`config.mk`:
```
export PLATFORM = sky130hd
export DESIGN_NAME = dmem_arbiter
export DESIGN_NICKNAME = d
export VERILOG_FILES = /design/src/rtl/dmem_arb_pkg.sv /design/src/rtl/arb_rr2.sv /design/src/rtl/dmem_arbiter.sv
export SDC_FILE = /design/constraint.sdc
export NUM_CORES = 1
export LEC_CHECK = 0
export CAP_MARGIN = 30
export CELL_PAD_IN_SITES_DETAIL_PLACEMENT = 1
export CELL_PAD_IN_SITES_GLOBAL_PLACEMENT = 2
export CORE_ASPECT_RATIO = 0.6
export CORE_MARGIN = 3
export CORE_UTILIZATION = 10
export CTS_CLUSTER_SIZE = 24
export DETAILED_ROUTE_END_ITERATION = 12
export PLACE_DENSITY_LB_ADDON = 0.1
export SYNTH_ARGS = -nofsm -noshare
export SYNTH_HDL_FRONTEND = slang
export SYNTH_SLANG_ARGS = --single-unit
```
`constraint.sdc`:
```
create_clock -name clk -period 1.6 [get_ports clk]
set_input_delay 0.32 -clock clk [delete_from_list [all_inputs] [get_ports clk]]
set_output_delay 0.32 -clock clk [all_outputs]
set_load 0.01 [all_outputs]
```
`src/rtl/dmem_arb_pkg.sv`:
```
// Shared types for the data-memory arbiter.
//   master_e    : requester identity (M0 = core LSU, M1 = debug/loader)
//   arb_state_e : arbiter ownership state
//   RD_LAT      : RAM read latency in cycles
package dmem_arb_pkg;

  typedef enum logic {M0 = 1'b0, M1 = 1'b1} master_e;

  typedef enum logic {FREE = 1'b0, LOCK1 = 1'b1} arb_state_e;

  localparam int unsigned RD_LAT = 1;

endpackage

```
`src/rtl/arb_rr2.sv`:
```
// Two-way round-robin pick, purely combinational.
//   req_i  [1:0] : request vector, bit index = master id
//   last_i       : master granted most recently; loses a tie
//   gnt_o  [1:0] : one-hot grant (or zero when nobody requests)
module arb_rr2
  import dmem_arb_pkg::*;
(
  input  logic [1:0] req_i,
  input  master_e    last_i,
  output logic [1:0] gnt_o
);

  always_comb begin
    gnt_o = '0;
    case (req_i)
      2'b01:   gnt_o = 2'b01;
      2'b10:   gnt_o = 2'b10;
      2'b11:   gnt_o = (last_i == M1) ? 2'b01 : 2'b10;
      default: gnt_o = '0;
    endcase
  end

endmodule

```
`src/rtl/dmem_arbiter.sv`:
```
// Shares the single-port data RAM between the core load/store port (M0) and
// the debug/program-loader port (M1). Round-robin with an optional bounded
// lock that lets M1 keep ownership for burst loads. Grant is same-cycle; read
// data returns one cycle later flagged by the issuer's rvalid.
//   clk, reset            : clock, synchronous active-high reset
//   m0_* / m1_*           : requester ports (req, we, addr, wdata, be -> gnt, rvalid)
//   m1_lock               : M1 keeps ownership after this grant
//   rdata                 : shared read data, qualified by mX_rvalid
//   mem_*                 : RAM side (en, we, addr, wdata, be, rdata)
module dmem_arbiter
  import dmem_arb_pkg::*;
#(
  parameter int unsigned ADDR_W   = 10,
  parameter int unsigned MAX_LOCK = 16
) (
  input  logic              clk,
  input  logic              reset,
  input  logic              m0_req,
  input  logic              m0_we,
  input  logic [ADDR_W-1:0] m0_addr,
  input  logic [31:0]       m0_wdata,
  input  logic [3:0]        m0_be,
  output logic              m0_gnt,
  output logic              m0_rvalid,
  input  logic              m1_req,
  input  logic              m1_we,
  input  logic [ADDR_W-1:0] m1_addr,
  input  logic [31:0]       m1_wdata,
  input  logic [3:0]        m1_be,
  input  logic              m1_lock,
  output logic              m1_gnt,
  output logic              m1_rvalid,
  output logic [31:0]       rdata,
  output logic              mem_en,
  output logic              mem_we,
  output logic [ADDR_W-1:0] mem_addr,
  output logic [31:0]       mem_wdata,
  output logic [3:0]        mem_be,
  input  logic [31:0]       mem_rdata
);

  localparam int unsigned       CNT_W    = $clog2(MAX_LOCK + 1);
  localparam logic [CNT_W-1:0]  LOCK_LIM = CNT_W'(MAX_LOCK);

  arb_state_e       state_q, state_d;
  master_e          rr_last_q, rr_last_d;
  logic [CNT_W-1:0] lock_cnt_q, lock_cnt_d;
  logic [CNT_W-1:0] lock_cnt_inc;
  logic             rsp_vld_q, rsp_vld_d;
  master_e          rsp_own_q, rsp_own_d;
  logic [1:0]       rr_gnt;
  logic             gnt0, gnt1;

  arb_rr2 u_rr (
    .req_i  ({m1_req, m0_req}),
    .last_i (rr_last_q),
    .gnt_o  (rr_gnt)
  );

  assign lock_cnt_inc = lock_cnt_q + 1'b1;

  always_comb begin
    state_d    = state_q;
    rr_last_d  = rr_last_q;
    lock_cnt_d = lock_cnt_q;
    gnt0       = 1'b0;
    gnt1       = 1'b0;

    // Grants are forced low during reset so nothing reaches the RAM.
    if (!reset) begin
      if (state_q == FREE) begin
        gnt0 = rr_gnt[0];
        gnt1 = rr_gnt[1];
        // With MAX_LOCK == 1 the first locked grant already exhausts the lock.
        if (gnt1 && m1_lock && (MAX_LOCK > 1)) begin
          state_d    = LOCK1;
          lock_cnt_d = CNT_W'(1);
        end
      end else begin
        gnt1 = m1_req;
        if (!m1_req || !m1_lock || (lock_cnt_inc == LOCK_LIM)) begin
          // Exhaustion leaves rr_last = M1, so a waiting M0 wins next.
          state_d    = FREE;
          lock_cnt_d = '0;
        end else begin
          lock_cnt_d = lock_cnt_inc;
        end
      end
    end

    if (gnt0) rr_last_d = M0;
    if (gnt1) rr_last_d = M1;

    rsp_vld_d = (gnt0 && !m0_we) || (gnt1 && !m1_we);
    rsp_own_d = gnt1 ? M1 : M0;
  end

  always_ff @(posedge clk) begin
    if (reset) begin
      state_q    <= FREE;
      rr_last_q  <= M1;
      lock_cnt_q <= '0;
      rsp_vld_q  <= 1'b0;
      rsp_own_q  <= M0;
    end else begin
      state_q    <= state_d;
      rr_last_q  <= rr_last_d;
      lock_cnt_q <= lock_cnt_d;
      rsp_vld_q  <= rsp_vld_d;
      rsp_own_q  <= rsp_own_d;
    end
  end

  assign m0_gnt    = gnt0;
  assign m1_gnt    = gnt1;
  assign mem_en    = gnt0 | gnt1;
  assign mem_we    = gnt1 ? m1_we    : (gnt0 ? m0_we    : 1'b0);
  assign mem_addr  = gnt1 ? m1_addr  : (gnt0 ? m0_addr  : '0);
  assign mem_wdata = gnt1 ? m1_wdata : (gnt0 ? m0_wdata : '0);
  assign mem_be    = gnt1 ? m1_be    : (gnt0 ? m0_be    : '0);

  assign m0_rvalid = rsp_vld_q && (rsp_own_q == M0) && !reset;
  assign m1_rvalid = rsp_vld_q && (rsp_own_q == M1) && !reset;
  assign rdata     = mem_rdata;

endmodule
```
==> flow_summary_export.csv <==
group,metric,value,unit
status,status,"finished, violations left",
status,violations,"setup timing",
sta,worst_pin_slew,0.303,ns
job,maxCapViolCount,0,
grt,grt_usage,0.119,
synth,yosys.area.top_type,"a22o_1",
sta,hold_violations,0,
grt,top_usage_layer,"met2",
die,start_util,0.106,
synth,synthSimpleGateAreaFrac,0.154,
final_layout,drive_gt1_frac,0.342,
drt,wl,8.80,mm
setup_path,cpPeakStageDelay,0.35,ns
pwr,total_power,1.50,mW
setup_path,cpLargestDelayFamily,"buffers and inverters",
final_layout,area_growth,150,%
placed_design,port_buffers,150,
pwr,irDropWorstVdd,0.363,mV
sta,fin_crit_sh,1.22,
sta,maxSlewViolCount,0,
sta,rsz0062_at_grt,"yes",
final_layout,insertedDiodeCount,0,
clocking,clock_latency,0.23,ns
sta,fmaxAchievable,511,MHz
final_layout,utilization,0.265,
synth,synth_mux_area_frac,0,
clocking,cts_tree,"done",
drt,drtAntennaViolNets,0,
placed_design,dpl.cell_count,432,
synth,syn_avg_cell_area,8.30,um2
synth,netlist_instances,149,
die,die-height,92.2,um
grt,grt_use_met2,0.197,
drt,drc_errors,0,
clocking,cts-root-buf,"clkbuf_16",
die,io-pin-count,215,
synth,ys_ff_latch,9,
drt,num_vias,1784,
drt,drt_iter0_drc,47,
setup_path,worstSetupEndpointType,"output pin",
synth,synth.yosys.warnings,0,
setup_path,arrival,1.64,ns
die,core,0.0117,mm2
drt,viasPerCell,3.92,
sta,finalSetupViolations,50,
clocking,clkSinkCount,9,
synth,synth_top_cell_area_share,0.333,
hold_path,worst_hold_path_type,"input pin to register",
die,die_area,0.0138,mm2
sta,skew,0.00260,ns
synth,yosys-top-cells-area,"a22o_1 (33%), buf_4 (21%), dfxtp_1 (15%), buf_2 (2.8%), buf_6 (2.7%)",
sta,max_slew_margin,0.795,
placed_design,dp_hpwl,6.28,mm
setup_path,r2r_end,"rsp_vld_q$_SDFF_PP0_",
setup_path,reg2reg_setup_slack,0.06,ns
synth,synth_xor_area_frac,0,
pwr,p_leak,1.32,nW
sta,worst_slack,-0.359,ns
grt,use_met1,0.156,
synth,synth_compound_area_frac,0.417,
die,num_rows,30,
grt,grt_antenna_before_repair,0,
setup_path,worstSetupEndpoint,"mem_wdata[20]",
setup_path,cp_max_fo,6,
setup_path,crit_path_start,"rr_last_q$_SDFFE_PP1P_",
setup_path,worst_setup_path_start_kind,"register",
die,die_w,150,um
sta,tns,-16.01,ns
drt,wire_per_inst,19.3,um
setup_path,critPathKind,"register to output pin",
synth,synth_top_family_by_area,"compound AO/OA/AOI/OAI gates",
clocking,cts_buffers,3,
synth,synth_cell_types,30,
clocking,cts_max_level,1,
grt,grt_max_degree,17,
drt,firstDrtPassIters,4,
pwr,powerDensity,487,mW/mm2
setup_path,crit_path_cell_trace,"nor2b_4 -> nor4b_4 -> buf_4 -> buf_6 -> buf_12 -> a22o_1 -> buf_2",
setup_path,ff2ff_path_depth,8,
grt,grt.overflow.total,0,
grt,use_met3,0.0331,
grt,grt_pass1_vias,1983,
setup_path,path_buf_inv,4,
setup_path,worstPathRequired,1.28,ns
final_layout,fin_cells,455,
final_layout,nNetsFinal,428,
setup_path,r2r-start,"rr_last_q$_SDFFE_PP1P_",
setup_path,worstSetupPathDepth,7,
grt,grt_pass1_wl,12.6,mm
synth,syn_nets,281,
setup_path,slowest_stage,"dfxtp_4",
clocking,cts_hold_buffers,0,
placed_design,routabilityCongestion,0.731,
clocking,clk_pin_slew,0.04,ns
sta,period_minus_slack,1.96,ns
clocking,cts_max_path_buffers,2,
synth,post_synth_fa_ha_maj_area_fraction,0.0101,
synth,synth_area,0.00124,mm2
synth,yosysSeqAreaShare,0.146,
through the flow:
| step | setup WS [ns] | hold slack (ns) | cell area, um2 |
|---|---|---|---|
| final | -0.359 | 0.487 | 3090 |
| after global routing | -0.445 | 0.520 | 3090 |
| after CTS | -0.380 | 0.527 | 3030 |
| after detailed placement | -0.971 | 0.525 | 2770 |
| after global placement | -0.959 | 0.531 | 2770 |
| after floorplan | -0.0163 | 0.414 | 1250 |
cell families after synthesis:
logic type / after synthesis
flip-flops: 9
AND/OR/NAND/NOR: 27
adder cells (fa/ha/maj): 1
buffers and inverters: 48
AO/OA/AOI/OAI: 64
synth_stat cells:
cell / instances
and3b_1: 3
nor2_1: 4
a31oi_1: 3
or3_1: 1
nor3b_1: 2
clkbuf_1: 1
o22ai_1: 1
nand3b_1: 3
and3_1: 1
buf_6: 3
o21ai_0: 3
ha_1: 1
o32a_1: 1
buf_4: 34
and2_1: 1
a211oi_1: 1
nand2b_1: 1
nor4b_4: 1
a22o_1: 47
nor2b_4: 1
nand4_1: 1
nand4b_1: 2
a21oi_1: 6
inv_1: 3
dfxtp_1: 9
nand2_1: 4
buf_2: 7
o41ai_1: 1
nand3_1: 2
o31ai_1: 1
worst min-delay path by stage:
stage / startpoint / end / depth (start not counted) / slack, ns
2_1_floorplan: m1_we / rsp_vld_q$_SDFF_PP0_ / 1 / 0.41
3_3_place_gp: lock_cnt_q[4]$_SDFFE_PP0P_ / lock_cnt_q[4]$_SDFFE_PP0P_ / 2 / 0.53
3_5_place_dp: lock_cnt_q[4]$_SDFFE_PP0P_ / lock_cnt_q[4]$_SDFFE_PP0P_ / 2 / 0.53
4_1_cts: lock_cnt_q[4]$_SDFFE_PP0P_ / lock_cnt_q[4]$_SDFFE_PP0P_ / 2 / 0.53
5_1_grt: reset / lock_cnt_q[4]$_SDFFE_PP0P_ / 3 / 0.52
6_report: reset / lock_cnt_q[0]$_SDFFE_PP0P_ / 3 / 0.49
where the power goes:
| part | switching, mW | total (mW) | leakage (nW) | internal (mW) |
|---|---|---|---|---|
| sequential | 0.00618 | 0.239 | 0.0742 | 0.233 |
| combinational | 0.297 | 0.823 | 1.20 | 0.526 |
| clock | 0.110 | 0.443 | 0.0382 | 0.333 |
sequential cells by signal (all words and copies together), names as in the netlist:
register,cells
lock_cnt_q,5
rsp_vld_q,1
rsp_own_q,1
state_q,1
rr_last_q,1
layout make-up:
| cell class | instances | area [um2] |
|---|---|---|
| fill | 1349 | 8580 |
| timing repair buffer | 187 | 1880 |
| clock buffer | 4 | 78.8 |
| tap | 160 | 200 |
| multi-input combinational | 92 | 729 |
| sequential | 9 | 188 |
| inverter | 3 | 16.3 |
cells in the final DEF, fill, tap and decap left out, types with 2 or more instances in the layout:
cell type	synthesis	layout
clkdlybuf4s50_1	0	95
a22o_1	47	47
buf_6	3	35
buf_2	7	26
buf_4	34	17
dfxtp_1	9	7
a21oi_1	6	6
buf_16	0	5
nor2_1	4	4
clkbuf_16	0	4
buf_12	0	4
nand3b_1	3	3
nand2_1	4	3
a31oi_1	3	3
o21ai_0	3	3
nor3b_1	2	2
and3b_1	3	2
nand3_1	2	2
nand4b_1	2	2
dlygate4sd2_1	0	2
dfxtp_4	0	2
repair_timing:
action,CTS,global route
buffers inserted,8,4
endpoints found under the setup margin,54,52
resized for setup,255,15
cloned,8,1
pin swaps,35,8
worst min-delay path, cell delays in order:
cell	delay [ns]
clkbuf_2	0.13
buf_6	0.17
nor2_1	0.05
layer usage:
layer	wire, um	vias up
met2	4090	80
met3	607	26
met1	3990	837
met4	112	0
met5	0	-
li1	-	841
Power figures use the tool's default switching activity.
